==> src/rtl/if_neuron_scheduler.sv <==
// Round-robin integrate-and-fire scheduler: one shared update datapath serves N_NEURONS virtual neurons.
// Optional membrane leak before integration is enabled by defining IF_SCHED_LEAK_EN.
module if_neuron_scheduler #(
   parameter int N_NEURONS  = 4,
   parameter int WIDTH      = 8,
   parameter int REFRAC     = 2,
   parameter int LEAK_SHIFT = 3
) (
   input  logic                         clk,
   input  logic                         rst,
   input  logic                         ena,
   input  logic                         in_valid,
   input  logic [$clog2(N_NEURONS)-1:0] in_id,
   input  logic [WIDTH-1:0]             current_in,
   output logic                         in_ready,
   input  logic [WIDTH-1:0]             threshold,
   input  logic [$clog2(N_NEURONS)-1:0] mon_id,
   output logic [WIDTH-1:0]             state_mon,
   output logic                         spike,
   output logic [$clog2(N_NEURONS)-1:0] spike_id
);
   localparam int IDW = $clog2(N_NEURONS);
   localparam int RW  = (REFRAC > 0) ? $clog2(REFRAC + 1) : 1;

   generate
      if (N_NEURONS < 2 || N_NEURONS > 16 || (N_NEURONS & (N_NEURONS - 1)) != 0) begin : g_bad_n
         $error("N_NEURONS must be a power of two in 2..16");
      end
      if (LEAK_SHIFT < 0 || REFRAC < 0) begin : g_bad_cfg
         $error("LEAK_SHIFT and REFRAC must be non-negative");
      end
   endgenerate

   typedef enum logic {FETCH = 1'b0, COMMIT = 1'b1} phase_t;

   phase_t                        phase, phase_nxt;
   logic [IDW-1:0]                slot, slot_nxt;

   logic [N_NEURONS-1:0][WIDTH-1:0] membrane;
   logic [N_NEURONS-1:0][WIDTH-1:0] pending;
   logic [N_NEURONS-1:0]            pend_v;
   logic [N_NEURONS-1:0][RW-1:0]    refrac;

   logic [WIDTH-1:0] f_mem;
   logic [WIDTH-1:0] f_pend;
   logic             f_pv;
   logic [RW-1:0]    f_ref;

   logic             fetch_en, commit_en, accept;
   logic [WIDTH-1:0] base, addend, sum;
   logic [WIDTH:0]   raw;
   logic             in_refrac, fire;

   assign fetch_en  = ena && (phase == FETCH);
   assign commit_en = ena && (phase == COMMIT);
   assign in_ready  = ena & ~pend_v[in_id];
   assign accept    = in_valid & in_ready;
   assign state_mon = membrane[mon_id];

`ifdef IF_SCHED_LEAK_EN
   // shift amount never exceeds the value, so the subtraction cannot go negative
   assign base = f_mem - (f_mem >> LEAK_SHIFT);
`else
   assign base = f_mem;
`endif

   assign addend    = f_pv ? f_pend : '0;
   assign raw       = {1'b0, base} + {1'b0, addend};
   assign sum       = raw[WIDTH] ? {WIDTH{1'b1}} : raw[WIDTH-1:0];
   assign in_refrac = (f_ref != '0);
   assign fire      = !in_refrac && (sum >= threshold);

   always_ff @(posedge clk or posedge rst) begin
      if (rst) begin
         phase <= FETCH;
         slot  <= '0;
      end else begin
         phase <= phase_nxt;
         slot  <= slot_nxt;
      end
   end

   always_comb begin
      phase_nxt = phase;
      slot_nxt  = slot;
      if (ena) begin
         case (phase)
            FETCH:   phase_nxt = COMMIT;
            COMMIT: begin
               phase_nxt = FETCH;
               slot_nxt  = slot + 1'b1;
            end
            default: phase_nxt = FETCH;
         endcase
      end
   end

   always_ff @(posedge clk or posedge rst) begin
      if (rst) begin
         membrane <= '0;
         pending  <= '0;
         pend_v   <= '0;
         refrac   <= '0;
         f_mem    <= '0;
         f_pend   <= '0;
         f_pv     <= 1'b0;
         f_ref    <= '0;
         spike    <= 1'b0;
         spike_id <= '0;
      end else begin
         spike <= 1'b0;
         if (fetch_en) begin
            f_mem  <= membrane[slot];
            f_pend <= pending[slot];
            f_pv   <= pend_v[slot];
            f_ref  <= refrac[slot];
         end
         if (commit_en) begin
            if (in_refrac) begin
               refrac[slot]   <= f_ref - RW'(1);
               membrane[slot] <= '0;
            end else if (fire) begin
               membrane[slot] <= '0;
               refrac[slot]   <= RW'(REFRAC);
               spike          <= 1'b1;
               spike_id       <= slot;
            end else begin
               membrane[slot] <= sum;
            end
            // only the current captured at FETCH is consumed; a later arrival waits a round
            if (f_pv)
               pend_v[slot] <= 1'b0;
         end
         if (accept) begin
            pending[in_id] <= current_in;
            pend_v[in_id]  <= 1'b1;
         end
      end
   end
endmodule

==> config.mk <==
export PLATFORM = sky130hd
export DESIGN_NAME = if_neuron_scheduler
export DESIGN_NICKNAME = d
export VERILOG_FILES = /design/src/rtl/if_neuron_scheduler.sv
export SDC_FILE = /design/constraint.sdc
export NUM_CORES = 1
export LEC_CHECK = 0
export ABC_AREA = 0
export BUFFER_PORTS_ARGS = -buffer_cell sky130_fd_sc_hd__buf_2
export CELL_PAD_IN_SITES_DETAIL_PLACEMENT = 0
export CELL_PAD_IN_SITES_GLOBAL_PLACEMENT = 1
export CORE_AREA = 2 2 153 155
export DETAILED_ROUTE_END_ITERATION = 16
export DIE_AREA = 0 0 155 157
export PLACE_DENSITY_LB_ADDON = 0.1
export SLEW_MARGIN = 20
export SYNTH_ARGS = -nofsm -noshare
export SYNTH_HDL_FRONTEND = slang
export SYNTH_SLANG_ARGS = --single-unit
==> constraint.sdc <==
create_clock -name clk -period 10.64 [get_ports clk]
set_clock_uncertainty 0.15 [all_clocks]
set_input_delay 1.064 -clock clk [delete_from_list [all_inputs] [get_ports clk]]
set_output_delay 1.064 -clock clk [all_outputs]
set_load 0.01 [all_outputs]
# ---- Word-level counts from Yosys, hierarchy flattened
# Index checks and enable logic that the tools add are counted.
# Widths: inputs -> output; s select.
dict set report totals {
  ff_bits 101
  output_inout_bits 12
}
dict set report classes {
  n_addsub 3
  magnitude_cmp 6
  mux 38
  bitwise 13
  n_reduce_logical 11
}
# operator n
set ops {}
lappend ops {{$mux 8} 9}
lappend ops {{$bwmux 32} 2}
lappend ops {{$mux 32} 2}
lappend ops {{$bmux 8 s2} 3}
lappend ops {{$and 32x32->32} 1}
lappend ops {{$demux 8 s2} 2}
lappend ops {{$not 32->32} 1}
lappend ops {{$mux 4} 3}
lappend ops {{$add 8x8->9} 1}
lappend ops {{$lt 2x3->1 const B} 3}
lappend ops {{$and 4x4->4} 2}
lappend ops {{$bwmux 8} 1}
lappend ops {{$ge 8x8->1} 1}
lappend ops {{$not 4->4} 2}
lappend ops {{$or 4x4->4} 2}
lappend ops {{$mux 1} 7}
lappend ops {{$logic_and 1x1->1} 5}
lappend ops {{$bmux 1 s2} 2}
lappend ops {{$bmux 2 s2} 1}
lappend ops {{$demux 1 s2} 2}
lappend ops {{$demux 2 s2} 1}
lappend ops {{$ge 2x1->1 const B} 2}
lappend ops {{$mux 2} 2}
lappend ops {{$reduce_and 2->1} 2}
lappend ops {{other kinds (8)} 12}

# ---- Logic depth before layout (Yosys ltp)
# Gate-level depths: netlist of the first run.
dict set report depth {
  depth_word 10
  ltp_mapped 16
  ltp_nobuf 14
}

# ---- Worst setup path before layout of the first run
# Ideal clock, no wire load.
dict set report synth_path {
  path_type {reg-to-reg}
  start {register f_pv}
  end {register refrac[2] (netlist bit)}
  setup_ns 0.125
  arrival_ns 3.585
  t_required_ns 10.365
  path_slack_ns 6.780
  stages_incl_launch_ff 17
  n_path_buf 2
  period_less_slack_ns 3.860
  path_cell_list {dfrtp_1 clkbuf_1 and2_1 ha_1 fa_1 a211oi_2 o21a_1 nor2_1 nor2_1 nand2_1 ha_1 and3_4 a221oi_4 o211ai_2 buf_6 nand2_4 mux2_4}
}
dict set report synth_between {
  elab_chain_len 7
}
# item line_no
set synth_lines {}
lappend synth_lines {{from (decl)} 46} ;# logic f_pv;
lappend synth_lines {{from (signal assigned)} 115} ;# f_pv <= pend_v[slot];
lappend synth_lines {{$mux 8} 67} ;# assign addend = f_pv ? f_pend : '0;
lappend synth_lines {{$add 8x8->9} 68} ;# assign raw = {1'b0, base} + {1'b0, addend};
lappend synth_lines {{$mux 8} 69} ;# assign sum = raw[WIDTH] ? {WIDTH{1'b1}} : raw[WIDTH-1:0];
lappend synth_lines {{$ge 8x8->1} 71} ;# assign fire = !in_refrac && (sum >= threshold);
lappend synth_lines {{$logic_and 1x1->1} 71}
lappend synth_lines {{$reduce_bool 2->1 (no line)} n/a}
lappend synth_lines {{$reduce_and 2->1 (no line)} n/a}
lappend synth_lines {{to (signal, indexed assignment)} 120} ;# refrac[slot] <= f_ref - RW'(1);
lappend synth_lines {{to (signal, indexed assignment)} 124} ;# refrac[slot] <= RW'(REFRAC);
lappend synth_lines {{to (decl)} 42} ;# logic [N_NEURONS-1:0][RW-1:0] refrac;
# No other way between the ends.
# A chain may end at the register's enable or synchronous reset.

# ---- Worst setup path in the final report of the first run
dict set report layout_path {
  start {register f_pv}
  end {register refrac[1] (netlist bit)}
}
# Same word-level chain as after synthesis.

==> impl_metrics.py, run 1 <==
metrics = {
    "clock_tree": {
        "htreeDepth": 3,
        "clkSinkCount": 101,
        "cts_buffer_depth": 2,
        "numCtsBuffers": 9,
        "clk_pin_slew_worst_paths_ns": 0.08,
        "cts_resized": 0,
        "postCtsHoldBufs": 0,
        "post_cts.repair.setup_buffers": 0,
        "cts_root_buf": "clkbuf_16",
        "insertion_delay_ns": 0.35,
        "cts_tree": "done",
    },
    "floorplanning": {
        "die_w_um": 155,
        "die_area_um2": 24340,
        "rows": 55,
        "io_pins": 36,
        "die_h_um": 157,
        "initial_utilization": 0.2381,
        "core_um2": 22500,
    },
    "sta": {
        "maxSlewHeadroom": 0.3997,
        "period_needed_ns": 4.474,
        "setup_viol_count_final": 0,
        "post-route-period-util": 0.4205,
        "fmax_mhz": 223.5,
        "rsz0062_at_grt": "no",
        "final_hold_viol_count": 0,
        "tns_ns": 0,
        "worstMarginPinSlew_ns": 0.9005,
        "slew_violations": 0,
    },
    "drt": {
        "route.detailed.drc": 0,
        "avgViaCountPerCell": 4.529,
        "drt_wl_total_mm": 13.75,
        "ant_nets": 0,
        "drt_iter0_drc": 164,
        "first_pass_iters": 4,
        "vias": 3329,
        "wl_per_cell_um": 18.71,
    },
    "logic_synthesis": {
        "synth_common_cells": "dfrtp_1 (101), mux2_2 (51), nand2_1 (44)",
        "synth_top_cell_by_area": "dfrtp_1",
        "syn_inst": 414,
        "synth.distinct_cells": 53,
        "synth_most_common_cell": "dfrtp_1",
        "synth.area.top_cells": "dfrtp_1 (47%), mux4_2 (12%), mux2_2 (11%), ha_1 (4.9%), nand2_1 (3.1%)",
        "synth_edf_count": 0,
        "synth_area_um2": 5358,
        "syn_avg_cell_area_um2": 12.94,
        "syn-num-nets": 460,
        "ys.flop_type": "dfrtp_1",
        "yosys.area.top_type_share": 0.4717,
        "async_flop_share": 1.000,
        "ys_seq_area_frac": 0.4717,
        "synth_seq_cells": 101,
        "synth_warnings": 0,
    },
    "placement": {
        "hpwl_mm": 9.789,
        "gp_congestion": 0.7962,
        "place_area_um2": 5833,
        "dpl.cell_count": 719,
        "io_buffers": 35,
    },
    "pwr": {
        "p_total_w": 0.001743,
        "power_leakage_nw": 2.727,
        "p_per_area_nw_per_um2": 285.2,
        "vdd_drop_max_mv": 0.08486,
    },
    "global_routing": {
        "grt_usage": 0.1217,
        "grtUsageMet3": 0.02974,
        "antenna_found_initial": 0,
        "top_usage_layer": "met2",
        "grt_pass1_vias": 3574,
        "grt_overflow": 0,
        "grt_max_degree": 70,
        "met1_usage": 0.1615,
        "grt_pass1_wl_mm": 21.74,
        "grt_util_met2": 0.1975,
    },
    "finish": {
        "antennaDiodeCount": 0,
        "fin_nets": 491,
        "final_area_um2": 6111,
        "final_cells": 735,
        "drive_above_1_share": 0.3600,
        "n_fill_cell": 2320,
        "syn_to_final_growth_pct": 14.06,
    },
    "setup_path": {
        "endpoint_kind": "flip-flop",
        "cp_max_fo": 12,
        "cp_cell_sequence": "and2_1, ha_1, fa_1, a211oi_2, o21a_1, nor2_1, nor2_1, nand2_1, ha_1, and3_4, a221oi_4, o211ai_2, nand2_1, mux2_2",
        "worst_path_max_delay_cell": "dfrtp_1",
        "critPathKind": "reg2reg",
        "worstSetupStartpointType": "flip-flop",
        "cp.arrival_ns": 4.56,
        "cpPeakStageDelay_ns": 0.47,
        "required_ns": 10.73,
    },
    "hold_path": {
        "min_path_type": "reg2reg",
    },
    "run_status": {
        "status": "completed",
    },
    "job": {
        "drv_cap": 0,
    },
}
[through the flow]
stage          utilization  worst slack [ns]  hold WS, ns
6_report            0.2716             6.166       0.3503
3_3_place_gp        0.2590             6.249       0.3239
4_1_cts             0.2716             6.130       0.3524
5_1_grt             0.2716             5.808       0.3613
2_1_floorplan            -             6.779       0.3095
3_5_place_dp        0.2592             6.153       0.3358
[report_power, final]
part           total (W)  switching (W)  internal [W]  leakage [nW]
Sequential      0.000659       0.000113      0.000547          1.28
Clock           0.000317       0.000151      0.000166         0.136
Combinational   0.000767       0.000393      0.000374          1.31
[layout make-up]
| cell class | instances | area (um^2) | share of cell area |
|---|---|---|---|
| clock buffer | 11 | 242.7 | 0.03972 |
| clock inverter | 5 | 35.03 | 0.005733 |
| inverter | 15 | 58.81 | 0.009623 |
| multi-input combinational | 280 | 2693 | 0.4406 |
| sequential | 101 | 2527 | 0.4136 |
| tap | 285 | 356.6 | 0.05835 |
| timing repair buffer | 38 | 197.7 | 0.03235 |
[layout by cell type (no fill, tap or decap), types with 3 or more instances in the layout]
master	count
nor2_1	12
mux4_2	28
a31oi_1	6
dfrtp_1	101
o21a_1	3
a22o_1	4
mux2_4	6
buf_4	3
nand2_1	44
buf_2	35
o21ai_1	9
inv_1	14
ha_1	21
o31ai_2	4
a21o_1	8
clkbuf_16	9
o21ai_0	24
xnor2_1	3
mux2i_1	5
mux2_2	51
and2_1	9
a211oi_1	5
[flip-flops by register name, indices dropped and copies added, names as in the netlist, 2 cells and up]
| signal | cells |
|---|---|
| pending | 32 |
| refrac | 8 |
| f_pend | 8 |
| pend_v | 4 |
| f_ref | 2 |
| membrane | 32 |
| slot | 2 |
| base | 8 |
| spike_id | 2 |
[per-layer routing]
metal,vias up,part of all wire
met4,0,0.013
li1,1579,-
met1,1685,0.48
met5,-,0
met3,12,0.036
met2,53,0.47
[logic make-up (layout without fill, tap and decap cells)]
logic type / Yosys count / after routing / synth area share
DFF: 101 / 101 / 0.4717
muxes: 91 / 91 / 0.2532
and+or+nand+nor: 90 / 90 / 0.09061
AOI/OAI and AO/OA: 73 / 73 / 0.09809
buffers and inverters: 33 / 69 / 0.02709
adders and majority gates: 22 / 22 / 0.05278
xor gates and xnor gates: 4 / 4 / 0.006540
[final timing paths]
check	slack [ns]	end	cells past startpoint	startpoint
min	0.35	pending[4]	1	pending[4]
min reg2reg	0.35	pending[4]	1	pending[4]
min in group asynchronous	0.57	membrane[8]	2	rst
max in group asynchronous	8.50	pending[16]	3	rst
max	6.17	refrac[1]	14	f_pv
max reg2reg	6.17	refrac[1]	14	f_pv
[critical path: cells and delay by family, from the launching register on]
kind | cells | cell delay (ns)
simple gates | 6 | 1.21
compound gates | 4 | 1.18
fa+ha+maj | 3 | 1.00
flops | 1 | 0.47
mux | 1 | 0.35
Power figures use the tool's default switching activity.
==> run 2, diff against run 1 <==
==> constraint.sdc (replaced) <==
create_clock -name clk -period 4 [get_ports clk]
set_clock_uncertainty 0.15 [all_clocks]
set_input_delay 0.4 -clock clk [delete_from_list [all_inputs] [get_ports clk]]
set_output_delay 0.4 -clock clk [all_outputs]
set_load 0.01 [all_outputs]
==> run 2 against run 1 <==
  * Sequential share of layout area fell by 1.6 points
  * Sequential cell count did not move
  * Combinational power rose to 3.0 times the previous value
  * Count of clock-buffer cells in the layout did not move
  * Clock power rose to 3.3 times the previous value
  * Register-to-register slack got worse by 6.0 ns
  * Sequential power rose to 2.7 times the previous value
  * Die area did not move
  * Setup slack got worse by 6.0 ns
  * Total power rose to 2.9 times the previous value
  * Largest cell class unchanged
==> impl_metrics.py, run 2 (synthesis results as in run 1) <==
metrics = {
    "clock_tree": {
        "postCtsHoldBufs": 0,
        "insertion_delay_ns": 0.35,
        "htreeDepth": 3,
        "clkSinkCount": 101,
        "cts_buffer_depth": 2,
        "cts_tree": "done",
        "cts_root_buf": "clkbuf_16",
        "clk_pin_slew_worst_paths_ns": 0.07,
        "numCtsBuffers": 9,
    },
    "finish": {
        "antennaDiodeCount": 0,
        "final_cell_mix": "dfrtp_1 (101), mux2_2 (51), nand2_1 (41)",
        "syn_to_final_growth_pct": 18.57,
        "post-route-util": 0.2823,
        "n_fill_cell": 2295,
        "drive_above_1_share": 0.4052,
        "reg.largest.list": "membrane (32), pending (32)",
        "final_common_cell": "dfrtp_1",
        "final_area_um2": 6352,
        "fin_nets": 505,
        "final_cells": 749,
        "seq_area_um2": 2527,
        "multi_input_area_um2": 2751,
    },
    "drt": {
        "ant_nets": 0,
        "drt_wl_total_mm": 13.86,
        "route.detailed.drc": 0,
        "first_pass_iters": 4,
        "avgViaCountPerCell": 4.521,
        "drt_iter0_drc": 115,
        "wl_per_cell_um": 18.50,
        "vias": 3386,
    },
    "sta": {
        "post-route-period-util": 0.9575,
        "fmax_mhz": 261.1,
        "maxSlewHeadroom": 0.4746,
        "setup_viol_count_final": 0,
        "rsz0062_at_grt": "yes",
        "period_needed_ns": 3.830,
        "final_hold_viol_count": 0,
        "slew_violations": 0,
        "worstMarginPinSlew_ns": 0.7881,
        "fin_ws_ns": 0.1700,
        "tns_ns": 0,
    },
    "pwr": {
        "p_per_area_nw_per_um2": 801.1,
        "power_leakage_nw": 2.846,
        "vdd_drop_max_mv": 0.2309,
    },
    "floorplanning": {
        "initial_utilization": 0.2381,
        "rows": 55,
        "die_h_um": 157,
        "die_area_um2": 24340,
        "die_w_um": 155,
        "io_pins": 36,
        "core_um2": 22500,
    },
    "setup_path": {
        "required_ns": 4.09,
        "endpoint_kind": "flip-flop",
        "critPathKind": "reg2reg",
        "cp_max_fo": 5,
        "cp.arrival_ns": 3.92,
        "worstSetupStartpointType": "flip-flop",
    },
    "placement": {
        "gp_congestion": 0.7778,
        "dp_slack_ns": -0.05776,
        "io_buffers": 35,
        "place_area_um2": 5893,
        "dpl.cell_count": 727,
        "hpwl_mm": 9.749,
    },
    "global_routing": {
        "grt_max_degree": 82,
        "grt_usage": 0.1201,
        "antenna_found_initial": 0,
        "grt_overflow": 0,
        "grt_pass1_wl_mm": 21.83,
        "grt_pass1_vias": 3536,
    },
    "run_status": {
        "status": "completed",
    },
    "hold_path": {
        "min_path_type": "in2async",
    },
    "job": {
        "drv_cap": 0,
    },
}
## run 2: cell type report
cell class / count / area share
Inverter: 15 / 0.009651
Clock buffer: 11 / 0.03821
Sequential cell: 101 / 0.3979
Multi-Input combinational cell: 280 / 0.4331
Timing Repair Buffer: 52 / 0.04826
Clock inverter: 5 / 0.01674
Tap cell: 285 / 0.05614
## run 2: final timing paths
| path | slack (ns) | startpoint | endpoint | cells past startpoint |
|---|---|---|---|---|
| worst max-delay path | 0.17 | f_pv | refrac[1] | 13 |
| worst min-delay path | 0.05 | rst | pending[14] | 2 |
| worst max register to register | 0.17 | f_pv | refrac[1] | 13 |
| worst min register to register | 0.36 | pending[3] | pending[3] | 1 |
| max in group asynchronous | 2.85 | rst | membrane[18] | 3 |
| min in group clk | 0.17 | current_in[2] | pending[10] | 2 |
## run 2: power breakdown
part	internal [W]	total, W	switching, W	leakage (nW)
clock network	0.000632	0.00104	0.000410	0.166
logic	0.00116	0.00229	0.00113	1.40
registers	0.00145	0.00175	0.000300	1.28
## run 2: worst max-delay path: stages (launching register included)
cell	delay, ns
dfrtp_1	0.39
and2_1	0.17
ha_1	0.22
fa_2	0.40
a211oi_4	0.28
nor2_2	0.09
o22ai_2	0.16
mux2i_2	0.34
ha_1	0.30
a21o_1	0.20
a221oi_4	0.37
o211ai_4	0.20
nand2_2	0.13
mux2_2	0.33
## run 2: metal layers
metal,up-vias,track usage,part of all wire
met4,0,0.04233,0.014
met5,-,0,0
met2,35,0.1962,0.47
met1,1720,0.1637,0.49
met3,11,0.01624,0.020
li1,1620,-,-
## run 2: repair_timing
| action | in CTS | in global routing |
|---|---|---|
| hold endpoints to repair | 0 | 0 |
| setup buffers | 1 | 5 |
| gates cloned | 0 | 0 |
| gates resized for setup | 2 | 16 |
| setup endpoints to repair | 12 | 42 |
| pin swaps | 0 | 7 |
## run 2: metrics by stage
stage | power [W] | hold WS [ns]
floorplan | 0.003266 | 0.3095
global placement | 0.003922 | 0.3189
detailed placement | 0.003954 | 0.3382
CTS | 0.005061 | 0.1540
global route | 0.005442 | 0.1153
finish | 0.005089 | 0.05050
==> run 3, diff against run 2 <==
--- a/config.mk
+++ b/config.mk
@@ -6,12 +6,13 @@
 export NUM_CORES = 1
 export LEC_CHECK = 0
 export ABC_AREA = 0
+export ABC_CLOCK_PERIOD_IN_PS = 4000
 export BUFFER_PORTS_ARGS = -buffer_cell sky130_fd_sc_hd__buf_2
 export CELL_PAD_IN_SITES_DETAIL_PLACEMENT = 0
 export CELL_PAD_IN_SITES_GLOBAL_PLACEMENT = 1
-export CORE_AREA = 2 2 153 155
+export CORE_AREA = 2 2 113 115
 export DETAILED_ROUTE_END_ITERATION = 16
-export DIE_AREA = 0 0 155 157
+export DIE_AREA = 0 0 115 117
 export PLACE_DENSITY_LB_ADDON = 0.1
 export SLEW_MARGIN = 20
 export SYNTH_ARGS = -nofsm -noshare
==> run 3 against run 2 <==
  * Sequential power about the same
  * Final area decreased by 4.8%
  * Critical path depth unchanged
  * Die area decreased by 45%
  * Core utilization increased by 21 points
  * Total power decreased by 6.8%
  * Fmax about the same
  * Sequential share of layout area increased by 2.0 points
  * Cell count decreased by 19%
  * Clock power decreased by 14%
  * Count of clock-buffer cells in the layout unchanged
  * Highest routed layer unchanged
==> impl_metrics.py, run 3 (synthesis results as in run 1) <==
metrics = {
    "pwr": {
        "power_leakage_nw": 2.767,
        "p_total_w": 0.004742,
        "vdd_drop_max_mv": 0.4038,
        "p_per_area_nw_per_um2": 784.3,
    },
    "floorplanning": {
        "io_pins": 36,
        "rows": 41,
        "die_area_um2": 13460,
        "die_w_um": 115,
        "initial_utilization": 0.4352,
        "die_h_um": 117,
        "core_um2": 12310,
    },
    "finish": {
        "reg.largest.list": "membrane (32), pending (32)",
        "fin_nets": 498,
        "post-route-util": 0.4911,
        "final_area_um2": 6046,
        "antennaDiodeCount": 0,
        "final_common_cell": "dfrtp_1",
        "final_cell_mix": "dfrtp_1 (101), mux2_2 (51), nand2_1 (44)",
        "syn_to_final_growth_pct": 12.84,
        "drive_above_1_share": 0.3816,
    },
    "setup_path": {
        "worstSetupStartpointType": "flip-flop",
        "reg2reg_from": "f_pv",
        "cpPeakStageDelay_ns": 0.39,
        "cpMostUsedCell": "ha_1",
        "cp_max_fo": 3,
        "required_ns": 4.09,
        "startpoint": "f_pv",
        "r2r_slack_ns": 0.17,
        "timing.rr.end": "spike_id[0]",
        "worst_path_max_delay_cell": "fa_2",
        "reg2reg_depth": 13,
        "cp.arrival_ns": 3.91,
        "crit_end": "spike_id[0]",
        "cp_cell_sequence": "and2_1, ha_1, fa_2, a211oi_2, nor2_1, o22ai_1, mux2i_2, ha_1, a21o_1, a221oi_4, o21ai_1, and3_4, mux2_4",
        "critPathKind": "reg2reg",
        "endpoint_kind": "flip-flop",
    },
    "drt": {
        "drt_iter0_drc": 143,
        "ant_nets": 0,
        "route.detailed.drc": 0,
        "drt_wl_total_mm": 11.53,
        "drt-met1-wl_mm": 5.382,
        "first_pass_iters": 4,
        "topRoutingLayerUsed": "met4",
        "vias": 3370,
        "avgViaCountPerCell": 5.561,
        "wl_per_cell_um": 19.03,
        "wl_met3_um": 388,
        "dr_wl_met2_mm": 5.587,
    },
    "clock_tree": {
        "cts_tree": "done",
        "htreeDepth": 3,
        "clkSinkCount": 101,
        "numCtsBuffers": 9,
        "insertion_delay_ns": 0.35,
        "cts_buffer_depth": 2,
        "clk_pin_slew_worst_paths_ns": 0.07,
        "postCtsHoldBufs": 0,
        "cts_root_buf": "clkbuf_16",
    },
    "global_routing": {
        "grt_pass1_vias": 3457,
        "antenna_found_initial": 0,
        "grt_pass1_wl_mm": 19.05,
        "grt_usage": 0.1908,
        "grt_overflow": 0,
        "grt_max_degree": 81,
    },
    "placement": {
        "hpwl_mm": 8.198,
        "io_buffers": 35,
        "gp_congestion": 0.9306,
        "place_area_um2": 5704,
        "dp_slack_ns": 0.1007,
    },
    "sta": {
        "setup_viol_count_final": 0,
        "worstMarginPinSlew_ns": 0.7451,
        "maxSlewHeadroom": 0.5033,
        "slew_violations": 0,
        "fmax_mhz": 261.4,
        "final_hold_viol_count": 0,
        "fin_ws_ns": 0.1737,
        "period_needed_ns": 3.826,
        "post-route-period-util": 0.9566,
        "tns_ns": 0,
        "rsz0062_at_grt": "no",
    },
    "run_status": {
        "status": "completed",
    },
    "job": {
        "drv_cap": 0,
    },
    "hold_path": {
        "min_path_type": "in2async",
    },
}
run 3: worst max-delay path, delay by kind of cell, from the launching register on:
kind / cells / cell delay (ns)
multiplexers: 2 / 0.60
AND/OR/NAND/NOR: 3 / 0.49
flip-flops: 1 / 0.37
AO/OA/AOI/OAI: 5 / 1.20
adder cells (fa/ha/maj): 3 / 0.89
run 3: layout make-up:
class | count | area [um^2]
Clock inverter | 4 | 55.05
Clock buffer | 11 | 242.7
Timing Repair Buffer | 45 | 250.2
Fill cell | 1107 | 6266
Multi-Input combinational cell | 280 | 2721
Sequential cell | 101 | 2527
Inverter | 15 | 61.31
Tap cell | 150 | 187.7
run 3: worst min-delay path by stage:
stage                  start            to  slack [ns]  depth (start not counted)
6_report                 rst   pending[21]        0.04                          2
5_1_grt                  rst    pending[6]        0.08                          2
4_1_cts        current_in[4]    pending[4]        0.14                          2
3_5_place_dp    membrane[28]  membrane[28]        0.34                          2
3_3_place_gp      pending[4]    pending[4]        0.32                          1
2_1_floorplan     pending[4]    pending[4]        0.31                          1
run 3: stage by stage:
step                hold WS, ns  instances
global route            0.08375        606
global placement         0.3209        590
CTS                      0.1435        605
floorplan                0.3095        414
finish                  0.03520        606
detailed placement       0.3393        590
run 3: routing by layer:
metal | GRT usage | vias to the layer above
li1 | - | 1594
met1 | 0.2550 | 1712
met2 | 0.3106 | 52
met3 | 0.04119 | 12
met4 | 0.06747 | 0
met5 | 0 | -
run 3: power breakdown:
| group | switching (W) | total [W] | internal [W] |
|---|---|---|---|
| logic | 0.00102 | 0.00209 | 0.00107 |
| clock network | 0.000387 | 0.000892 | 0.000505 |
| registers | 0.000304 | 0.00176 | 0.00145 |
run 3: timing repair:
item / in CTS / in global routing
endpoints found under the setup margin: 0 / 38
setup buffers: 0 / 1
gates resized for setup: 0 / 7
